### config.mk
export PLATFORM = sky130hd
export DESIGN_NAME = cluster_collector_flat
export DESIGN_NICKNAME = d
export VERILOG_FILES = /design/src/rtl/cluster_collector_pkg.sv /design/src/rtl/cluster_collector_if.sv /design/src/rtl/cluster_collector_frame_phase_counter.sv /design/src/rtl/cluster_collector.sv /design/src/flat_wrapper.sv
export SDC_FILE = /design/constraint.sdc
export NUM_CORES = 1
export LEC_CHECK = 0
export CAP_MARGIN = 20
export CORE_ASPECT_RATIO = 0.5
export CORE_MARGIN = 3
export CORE_UTILIZATION = 55
export DETAILED_ROUTE_END_ITERATION = 7
export PLACE_DENSITY = 0.79
export SLEW_MARGIN = 0
export SYNTH_ARGS = -nofsm -noshare
export SYNTH_HDL_FRONTEND = slang
export SYNTH_SLANG_ARGS = --single-unit
### constraint.sdc
create_clock -name clock -period 3.3 [get_ports clock]
set_input_delay 0.66 -clock clock [delete_from_list [all_inputs] [get_ports clock]]
set_output_delay 0.66 -clock clock [all_outputs]
set_load 0.005 [all_outputs]
### src/rtl/cluster_collector_pkg.sv
// Shared definitions for the cluster collector: widths, the "no hit" address,
// the {cnt, adr} cluster word and the candidate address qualifier.
package cluster_collector_pkg;

   localparam int unsigned MXADRBITS  = 11;
   localparam int unsigned MXCNTBITS  = 3;
   localparam int unsigned MXPADS     = 1536;
   localparam int unsigned CLWORDBITS = MXCNTBITS + MXADRBITS;
   localparam int unsigned PHASEBITS  = 3;

   localparam logic [MXADRBITS-1:0] ADR_NONE = 11'h7FE;

   typedef struct packed {
      logic [MXCNTBITS-1:0] cnt;
      logic [MXADRBITS-1:0] adr;
   } cluster_t;

   localparam cluster_t CLUSTER_NONE = '{cnt: 3'd0, adr: ADR_NONE};

   // Address carries a real pad hit: not the empty marker and inside the pad range.
   function automatic logic cluster_valid(input logic [MXADRBITS-1:0] adr);
      return (adr != ADR_NONE) && (adr < MXADRBITS'(MXPADS));
   endfunction

endpackage

### src/rtl/cluster_collector_if.sv
// Encoder-to-collector-to-packer bus.
//  adr_in/cnt_in   : one encoder candidate per clock
//  clusters        : MXCLUSTERS packed {cnt, adr} slots, slot 0 in the low bits
//  n_clusters      : valid slot count
//  overflow        : more valid candidates than slots in the frame
//  frame_strobe    : one-cycle pulse when the frame outputs update
// master drives candidates and observes results; slave is the collector.
interface cluster_collector_if #(
   parameter int unsigned MXCLUSTERS = 8
);
   import cluster_collector_pkg::*;

   logic [MXADRBITS-1:0]             adr_in;
   logic [MXCNTBITS-1:0]             cnt_in;
   logic [MXCLUSTERS*CLWORDBITS-1:0] clusters;
   logic [3:0]                       n_clusters;
   logic                             overflow;
   logic                             frame_strobe;

   modport master (
      output adr_in, cnt_in,
      input  clusters, n_clusters, overflow, frame_strobe
   );

   modport slave (
      input  adr_in, cnt_in,
      output clusters, n_clusters, overflow, frame_strobe
   );

endinterface

### src/rtl/cluster_collector_frame_phase_counter.sv
// 8-phase frame counter shared by the encoder, collector and packer.
//  clock, global_reset : clock and synchronous active-high reset (phase -> 0)
//  frame_first_c       : current phase is frame slot 0 (phase == PHASE_OFFSET)
//  frame_last_c        : current phase is frame slot 7
module frame_phase_counter
   import cluster_collector_pkg::*;
#(
   parameter logic [2:0] PHASE_OFFSET = 3'd0
) (
   input  logic clock,
   input  logic global_reset,
   output logic frame_first_c,
   output logic frame_last_c
);

   logic [PHASEBITS-1:0] phase;
   logic [PHASEBITS-1:0] fph_c;

   // Free-running phase, wraps 7 -> 0.
   always_ff @(posedge clock) begin
      if (global_reset) phase <= '0;
      else              phase <= phase + PHASEBITS'(1);
   end

   // Frame slot index relative to the encoder-aligned offset.
   always_comb begin
      fph_c         = phase - PHASE_OFFSET;
      frame_first_c = (fph_c == PHASEBITS'(0));
      frame_last_c  = (fph_c == PHASEBITS'(7));
   end

endmodule

### src/rtl/cluster_collector.sv
// Cluster collector: compacts one encoder candidate per clock into an ordered
// list of MXCLUSTERS slots per 8-phase frame, dropping empty, out-of-range and
// repeated candidates, and publishes the list once per frame.
//  clock, global_reset : clock and synchronous active-high reset
//  bus (slave)         : adr_in/cnt_in in; clusters/n_clusters/overflow/frame_strobe out
module cluster_collector
   import cluster_collector_pkg::*;
#(
   parameter int unsigned MXCLUSTERS   = 8,
   parameter logic [2:0]  PHASE_OFFSET = 3'd0
) (
   input  logic               clock,
   input  logic               global_reset,
   cluster_collector_if.slave bus
);

   localparam int unsigned FILLBITS = 4;
   localparam int unsigned OUTBITS  = MXCLUSTERS * CLWORDBITS;
   localparam logic [OUTBITS-1:0] CLUSTERS_NONE = {MXCLUSTERS{CLUSTER_NONE}};

   logic                 frame_first_c;
   logic                 frame_last_c;

   cluster_t             cand_r;
   cluster_t             slots     [MXCLUSTERS];
   cluster_t             slots_nxt [MXCLUSTERS];
   logic [FILLBITS-1:0]  fill;
   logic [FILLBITS-1:0]  fill_base;
   logic [FILLBITS-1:0]  fill_nxt;
   logic                 ovf_acc;
   logic                 ovf_base;
   logic                 ovf_nxt;
   logic [MXADRBITS-1:0] last_adr;
   logic [MXADRBITS-1:0] last_base;
   logic [MXADRBITS-1:0] last_nxt;
   logic                 frame_open;
   logic                 cand_ok;
   logic                 accept;
   logic [OUTBITS-1:0]   clusters_nxt;

   frame_phase_counter #(
      .PHASE_OFFSET (PHASE_OFFSET)
   ) u_phase (
      .clock         (clock),
      .global_reset  (global_reset),
      .frame_first_c (frame_first_c),
      .frame_last_c  (frame_last_c)
   );

   // Candidate evaluation; frame-start clears accumulators ahead of the
   // decision so the slot-0 candidate is accepted in the same cycle.
   always_comb begin
      fill_base    = frame_first_c ? '0       : fill;
      ovf_base     = frame_first_c ? 1'b0     : ovf_acc;
      last_base    = frame_first_c ? ADR_NONE : last_adr;
      cand_ok      = cluster_valid(cand_r.adr) && (cand_r.adr != last_base);
      accept       = cand_ok && (fill_base < FILLBITS'(MXCLUSTERS));
      fill_nxt     = fill_base + FILLBITS'(accept);
      ovf_nxt      = ovf_base | (cand_ok & ~accept);
      last_nxt     = accept ? cand_r.adr : last_base;
      clusters_nxt = '0;
      for (int unsigned k = 0; k < MXCLUSTERS; k++) begin
         slots_nxt[k] = frame_first_c ? CLUSTER_NONE : slots[k];
         if (accept && (fill_base == FILLBITS'(k))) slots_nxt[k] = cand_r;
         clusters_nxt[k*CLWORDBITS +: CLWORDBITS] = slots_nxt[k];
      end
   end

   // Input register, accumulators and once-per-frame output register.
   // frame_open suppresses the strobe for a frame whose slot 0 preceded reset.
   always_ff @(posedge clock) begin
      if (global_reset) begin
         cand_r           <= CLUSTER_NONE;
         fill             <= '0;
         ovf_acc          <= 1'b0;
         last_adr         <= ADR_NONE;
         frame_open       <= 1'b0;
         for (int unsigned k = 0; k < MXCLUSTERS; k++) slots[k] <= CLUSTER_NONE;
         bus.clusters     <= CLUSTERS_NONE;
         bus.n_clusters   <= '0;
         bus.overflow     <= 1'b0;
         bus.frame_strobe <= 1'b0;
      end else begin
         cand_r           <= '{cnt: bus.cnt_in, adr: bus.adr_in};
         fill             <= fill_nxt;
         ovf_acc          <= ovf_nxt;
         last_adr         <= last_nxt;
         slots            <= slots_nxt;
         bus.frame_strobe <= 1'b0;
         if (frame_first_c) frame_open <= 1'b1;
         if (frame_last_c && frame_open) begin
            bus.clusters     <= clusters_nxt;
            bus.n_clusters   <= fill_nxt;
            bus.overflow     <= ovf_nxt;
            bus.frame_strobe <= 1'b1;
         end
      end
   end

endmodule

### src/flat_wrapper.sv
// flat-port wrapper written by rule: the top's interface ports become plain ports
module cluster_collector_flat import cluster_collector_pkg::*;
#(
   parameter int unsigned MXCLUSTERS   = 8,
   parameter logic [2:0]  PHASE_OFFSET = 3'd0
)
  (clock, global_reset, bus_adr_in, bus_cnt_in, bus_clusters, bus_n_clusters, bus_overflow, bus_frame_strobe);
  cluster_collector_if #(.MXCLUSTERS(MXCLUSTERS)) bus_i ();
  input  logic clock;
  input  logic global_reset;
  input wire logic [$bits(bus_i.adr_in)-1:0] bus_adr_in;
  input wire logic [$bits(bus_i.cnt_in)-1:0] bus_cnt_in;
  output wire logic [$bits(bus_i.clusters)-1:0] bus_clusters;
  output wire logic [$bits(bus_i.n_clusters)-1:0] bus_n_clusters;
  output wire logic [$bits(bus_i.overflow)-1:0] bus_overflow;
  output wire logic [$bits(bus_i.frame_strobe)-1:0] bus_frame_strobe;
  assign bus_i.adr_in = bus_adr_in;
  assign bus_i.cnt_in = bus_cnt_in;
  assign bus_clusters = bus_i.clusters;
  assign bus_n_clusters = bus_i.n_clusters;
  assign bus_overflow = bus_i.overflow;
  assign bus_frame_strobe = bus_i.frame_strobe;
  cluster_collector #(.MXCLUSTERS(MXCLUSTERS), .PHASE_OFFSET(PHASE_OFFSET)) u_core (.clock(clock), .global_reset(global_reset), .bus(bus_i));
endmodule
==> flow_metrics.tcl, run 1 <==
set metrics [dict create \
    synth_cell_type_count 43 \
    mappedNetlistArea_sq_um 10360 \
    critical_path_class "flop to flop" \
    hold_path.class "flop to flop" \
    drc 0 \
    p_total_uw 6474 \
    place_congestion 0.8790 \
    cap_violations 0 \
    vias_per_cell 5.574 \
    clk_pin_slew_worst_paths_ps 70 \
    max_freq_ghz 0.3338 \
    synthTopCellsByArea "dfxtp_1 51%, mux2i_1 6.8%, nor2_1 5.1%" \
    die_h_um 103.0 \
    yosysWarnings 0 \
    fin_skew_ps 5.122 \
    multiInputGateArea_sq_um 4638 \
    critPathMaxFanout 21 \
    track_usage 0.2369 \
    drive_above_1_share 0.08236 \
    dr.pass1.iters 5 \
    synth-edff-count 0 \
    power_frac_seq 0.503 \
    core-area_sq_um 17910 \
    n_antenna_cell 0 \
    power_density_nw_per_um2 509.8 \
    dieArea_sq_um 20610 \
    num-nets-final 1207 \
    die_w_um 200.1 \
    async_flop_share 0 \
    pwr-share-comb 0.060 \
    synth_cells 1098 \
    wl_per_cell_um 17.05 \
    cts_buffer_depth 3 \
    synth_top_area_cell "dfxtp_1" \
    insertion_delay_ps 500 \
    hpwl_mm 15.70 \
    rsz0062_at_grt "false" \
    leakagePower_uw 0.005090 \
    antenna_found_initial 0 \
    endpoint_kind "flop" \
    critical_path_arrival_ps 3430 \
    status "finished, final reports clean" \
    clock_tree.root_cell "clkbuf_16" \
    regArea_sq_um 5285 \
    tns_ps 0 \
    most-common-layout-cells "264 x dfxtp_1, 140 x nor2_1, 132 x clkdlybuf4s50_1" \
    hold_viol 0 \
    drt_iter0_markers 552 \
    cp-start-kind "flop" \
    grt_max_degree 169 \
    finalCritPeriodShare 0.9079 \
    initial_core_util 0.5783 \
    crit_required_ps 3730 \
    rows 34 \
    worstMarginPinSlew_ps 938.1 \
    ctsHtreeMaxLevel 1 \
    ant_nets 0 \
    synth_seq_area_share 0.5103 \
    period_needed_ps 2996 \
    finalSetupViolations 0 \
    p_sw_uw 1449 \
    pin_count 134 \
    cts_sinks 264 \
    fillers 1349 \
    synth_ff_type "dfxtp_1" \
    drv_slew 0 \
    internal-power_uw 5025 \
    netlist.area_leader.share 0.5103 \
    grt_pass1_wl_mm 39.43 \
    synth_area_per_cell_sq_um 9.433 \
    slew_headroom 0.3746 \
    switching_share 0.2238 \
    wl_mm 24.78 \
    port_buffers 133 \
    p_clk_frac 0.436 \
    peakVddDrop_v 0.0003368 \
    final_common_cell "dfxtp_1" \
    cts_tree "yes" \
    ys_ff_latch 264 \
    hold-worst-slack_ps 454.4 \
    overflow 0 \
    numCtsBuffers 22 \
    utilization 0.7091 \
    area_growth_pct 22.61 \
    synth.net_count 1119 \
    vias 8104 \
    grt_pass1_vias 7578 \
]
## synth_stat cells, types with 3 or more instances
cell type,n
mux2i_1,70
buf_1,3
dfxtp_1,264
o21ai_1,10
nor2_1,140
o31a_1,4
or2_2,11
nor4bb_1,4
xnor2_1,5
o21bai_1,45
or3_1,3
mux2_2,4
and2_1,37
nand3_1,3
o21ai_4,4
inv_1,6
a21oi_1,94
nor2b_1,10
a211oi_1,33
clkbuf_1,78
o31ai_1,37
nand2_1,15
o21ai_0,35
o22ai_1,5
buf_6,6
ha_1,5
nand2b_1,79
xor2_1,3
nor3_1,8
a21o_1,4
nor3b_1,43
buf_2,14
## power by group through the flow
stage          registers (uW)  clock network (uW)  logic [uW]
2_1_floorplan            3310                   0         274
3_3_place_gp             3330                   0         369
3_5_place_dp             3330                   0         378
4_1_cts                  3260                2860         381
5_1_grt                  3260                2990         426
6_report                 3260                2820         391
## timing repair
| action | 4_1_cts | 5_1_grt |
|---|---|---|
| endpoints found under the setup margin | 0 | 47 |
| endpoints found under the hold margin | 0 | 0 |
| hold buffers | 0 | 0 |
| gates resized for setup | 0 | 3 |
| setup buffers | 0 | 3 |
## path summary, 6_finish.rpt
check,start,to,slack (ps),cells past startpoint
worst max-delay path,u_core.u_phase.phase[0]$_SDFF_PP0_,u_core.bus.clusters[103]$_SDFFE_PP1P_,300,10
worst min-delay path,u_core.u_phase.phase[0]$_SDFF_PP0_,u_core.u_phase.phase[0]$_SDFF_PP0_,450,1
worst max register to register,u_core.u_phase.phase[0]$_SDFF_PP0_,u_core.bus.clusters[103]$_SDFFE_PP1P_,300,10
worst min register to register,u_core.u_phase.phase[0]$_SDFF_PP0_,u_core.u_phase.phase[0]$_SDFF_PP0_,450,1
## layout make-up
type | count | area share
clock inverters | 7 | 0.01084
repair buffers | 167 | 0.1305
clock buffers | 33 | 0.05064
multi-input cells | 725 | 0.3652
well taps | 252 | 0.02483
inverters | 6 | 0.001773
flip-flops and latches | 264 | 0.4162
## registers in the layout, indices dropped and copies added (netlist names)
signal                   count
u_core.bus.clusters        112
u_core.last_adr             11
u_core.slots               112
u_core.bus.frame_strobe      1
u_core.u_phase.phase         3
u_core.ovf_acc               1
u_core.fill                  4
u_core.bus.n_clusters        4
u_core.frame_open            1
u_core.bus.overflow          1
u_core.cand_r               14
## logic make-up after synthesis
group / share of synthesized area
muxes: 0.07200
and+or+nand+nor: 0.1857
buffers and inverters: 0.04627
DFF: 0.5103
AOI/OAI and AO/OA: 0.1730
xor gates and xnor gates: 0.006765
adders and majority gates: 0.006040
## worst max-delay path, cell delays in order, from the launching register on
cell and delay (ps):
dfxtp_1 330, inv_1 60, ha_1 180, nor2b_4 450
a21oi_1 110, o32ai_2 290, nand4_4 320, o21ai_4 490
buf_12 200, mux2_2 350, o21ai_0 150
## routing by layer
layer / part of all wire / GRT usage / vias to the layer above
met3: 0.054 / 0.03526 / 34
met4: 0.014 / 0.04071 / 0
li1: - / - / 3954
met2: 0.44 / 0.3823 / 229
met5: 0 / 0 / -
met1: 0.49 / 0.3452 / 3887
## per-stage QoR
step / area [sq um] / instances / setup slack [ps]
after floorplan: 10360 / 1098 / 432.7
after global placement: 11850 / 1410 / 329.6
after detailed placement: 11850 / 1410 / 167.3
after CTS: 12630 / 1450 / 148.8
after global routing: 12700 / 1454 / 90.82
final: 12700 / 1454 / 304.0
Note: power is estimated with default switching activity, not from simulation.
==> run 2: changes to the inputs <==
--- a/config.mk
+++ b/config.mk
@@ -7,7 +7,6 @@
 export LEC_CHECK = 0
 export CAP_MARGIN = 20
 export CORE_ASPECT_RATIO = 0.5
-export CORE_MARGIN = 3
 export CORE_UTILIZATION = 55
 export DETAILED_ROUTE_END_ITERATION = 7
 export PLACE_DENSITY = 0.79
==> run 2 against run 1 <==
  * Core utilization is 2.6 points lower
  * Non-clock buffer count is 1 lower
  * Count of clock-buffer cells in the layout stayed put
  * Critical path depth is 1 higher
  * Global-route usage is 1.2 points higher
  * Total power is 4.2% lower
  * Die area is 5.8% lower
  * Sequential cell count stayed put
  * Critical endpoint is now u_core.bus.clusters[26]$_SDFFE_PP0P_
==> flow_metrics.tcl, run 2 (same netlist as run 1, synthesis figures left out) <==
set metrics [dict create \
    status "finished, final reports clean" \
    drv_slew 0 \
    switching_share 0.2323 \
    endpoint_kind "flop" \
    cp_slowest_stage_delay_ps 430 \
    grt_pass1_wl_mm 39.07 \
    n_antenna_cell 0 \
    leakagePower_uw 0.005063 \
    area_growth_pct 21.58 \
    vias_per_cell 5.507 \
    grt_max_degree 131 \
    power_density_nw_per_um2 492.3 \
    port_buffers 133 \
    antenna_found_initial 0 \
    power_frac_seq 0.526 \
    clk_pin_slew_worst_paths_ps 60 \
    tns_ps 0 \
    internal-power_uw 4759 \
    core-area_sq_um 18440 \
    grt_pass1_vias 7656 \
    clock_tree.root_cell "clkbuf_16" \
    reg_top3 "u_core.bus.clusters (112), u_core.slots (112), u_core.cand_r (14)" \
    cap_violations 0 \
    num-nets-final 1207 \
    finalSetupViolations 0 \
    period_needed_ps 3040 \
    peakVddDrop_v 0.0003657 \
    vias 8045 \
    drc 0 \
    utilization 0.6830 \
    overflow 0 \
    path_buf_inv 3 \
    track_usage 0.2489 \
    dieArea_sq_um 19420 \
    p_sw_uw 1440 \
    worstMarginPinSlew_ps 863.3 \
    cp_top_family "compound AO/OA/AOI/OAI gates" \
    grtUsageMet3 0.03662 \
    ant_nets 0 \
    cts_buffer_depth 3 \
    max_freq_ghz 0.3290 \
    cp-startpoint "u_core.u_phase.phase[0]$_SDFF_PP0_" \
    fillers 1453 \
    initial_core_util 0.5618 \
    most-common-layout-cells "264 x dfxtp_1, 140 x nor2_1, 132 x clkdlybuf4s50_1" \
    dp.cells 1420 \
    min_from "u_core.u_phase.phase[0]$_SDFF_PP0_" \
    wl_mm 24.15 \
    place_congestion 0.8768 \
    hpwl_mm 15.57 \
    grt.met2_usage 0.4041 \
    grt_util_met1 0.3499 \
    critPathMaxFanout 20 \
    fin_area_sq_um 12590 \
    dpl_cell_area_sq_um 11890 \
    fin_skew_ps 9.241 \
    critical_path_class "flop to flop" \
    ctsHtreeMaxLevel 1 \
    regArea_sq_um 5285 \
    drive_above_1_share 0.08403 \
    multiInputGateArea_sq_um 4623 \
    wl_per_cell_um 16.53 \
    numCtsBuffers 23 \
    rows 35 \
    hold_viol 0 \
    hold_path.class "flop to flop" \
    cp-start-kind "flop" \
    cts_sinks 264 \
    crit_required_ps 3670 \
    pin_count 134 \
    final_common_cell "dfxtp_1" \
    insertion_delay_ps 510 \
    rsz0062_at_grt "false" \
    post_cts_buffers 0 \
    ctsHoldBuffers 0 \
    cts_tree "yes" \
    critical_path_arrival_ps 3410 \
    busiest_layer "met2" \
    slew_headroom 0.4244 \
    pwr-share-comb 0.062 \
    crit_path_top_delay_cell "nor2b_4" \
    dr.pass1.iters 5 \
    die_w_um 196.1 \
    drt_iter0_markers 517 \
    cts.repair.resized 0 \
    stdcell_count 1461 \
    die_h_um 99.04 \
    crit_chain "inv_1 -> ha_1 -> nor2b_4 -> a21oi_1 -> o22ai_1 -> nand4_2 -> buf_12 -> o21ai_4 -> buf_4 -> mux2i_1 -> a211oi_1" \
    finalCritPeriodShare 0.9212 \
    p_clk_frac 0.412 \
    timing.rr.start "u_core.u_phase.phase[0]$_SDFF_PP0_" \
]
-- run 2: changes by cell type in the layout (fill, tap and decap cells not counted), sizes merged --
cell | previous run | this run
clkinv | 2 | 7
clkinvlp | 1 | 0
buf | 35 | 34
inv | 6 | 7
bufinv | 4 | 0
-- run 2: cell type report --
| class | count | share of cell area |
|---|---|---|
| clock buffer | 33 | 0.05266 |
| timing repair buffer | 166 | 0.1295 |
| inverter | 6 | 0.001789 |
| sequential | 264 | 0.4197 |
| tap | 259 | 0.02574 |
| clock inverter | 8 | 0.003478 |
| multi-input combinational | 725 | 0.3671 |
-- run 2: per-stage QoR --
stage | total power [uW] | hold slack, ps | setup slack, ps
final | 6199 | 453.5 | 260.2
after CTS | 6246 | 451.9 | 291.4
after global placement | 3705 | 434.5 | 475.0
after detailed placement | 3713 | 439.7 | 335.3
after global routing | 6424 | 469.0 | 54.45
after floorplan | 3583 | 417.3 | 432.7
-- run 2: per-layer routing --
metal / vias up / wire length, um
met2: 199 / 10950
met3: 39 / 1191
met5: - / 0
met1: 3845 / 11570
met4: 0 / 439
li1: 3962 / -
-- run 2: worst paths after layout --
check | to | slack, ps | depth (start not counted)
max | u_core.bus.clusters[26]$_SDFFE_PP0P_ | 260 | 11
min | u_core.u_phase.phase[0]$_SDFF_PP0_ | 450 | 1
min reg2reg | u_core.u_phase.phase[0]$_SDFF_PP0_ | 450 | 1
max reg2reg | u_core.bus.clusters[26]$_SDFFE_PP0P_ | 260 | 11
-- run 2: power groups by stage --
stage          sequential, uW  combinational (uW)  clock [uW]
6_report                 3260                 387        2550
2_1_floorplan            3310                 274           0
5_1_grt                  3260                 421        2740
4_1_cts                  3260                 385        2600
3_5_place_dp             3330                 383           0
3_3_place_gp             3330                 376           0
==> run 3: changes to the inputs <==
--- a/config.mk
+++ b/config.mk
@@ -14,3 +14,4 @@
 export SYNTH_ARGS = -nofsm -noshare
 export SYNTH_HDL_FRONTEND = slang
 export SYNTH_SLANG_ARGS = --single-unit
+export TNS_END_PERCENT = 5
==> results of run 3 <==
The final DEF is identical to that of run 2; final timing and power are the same.
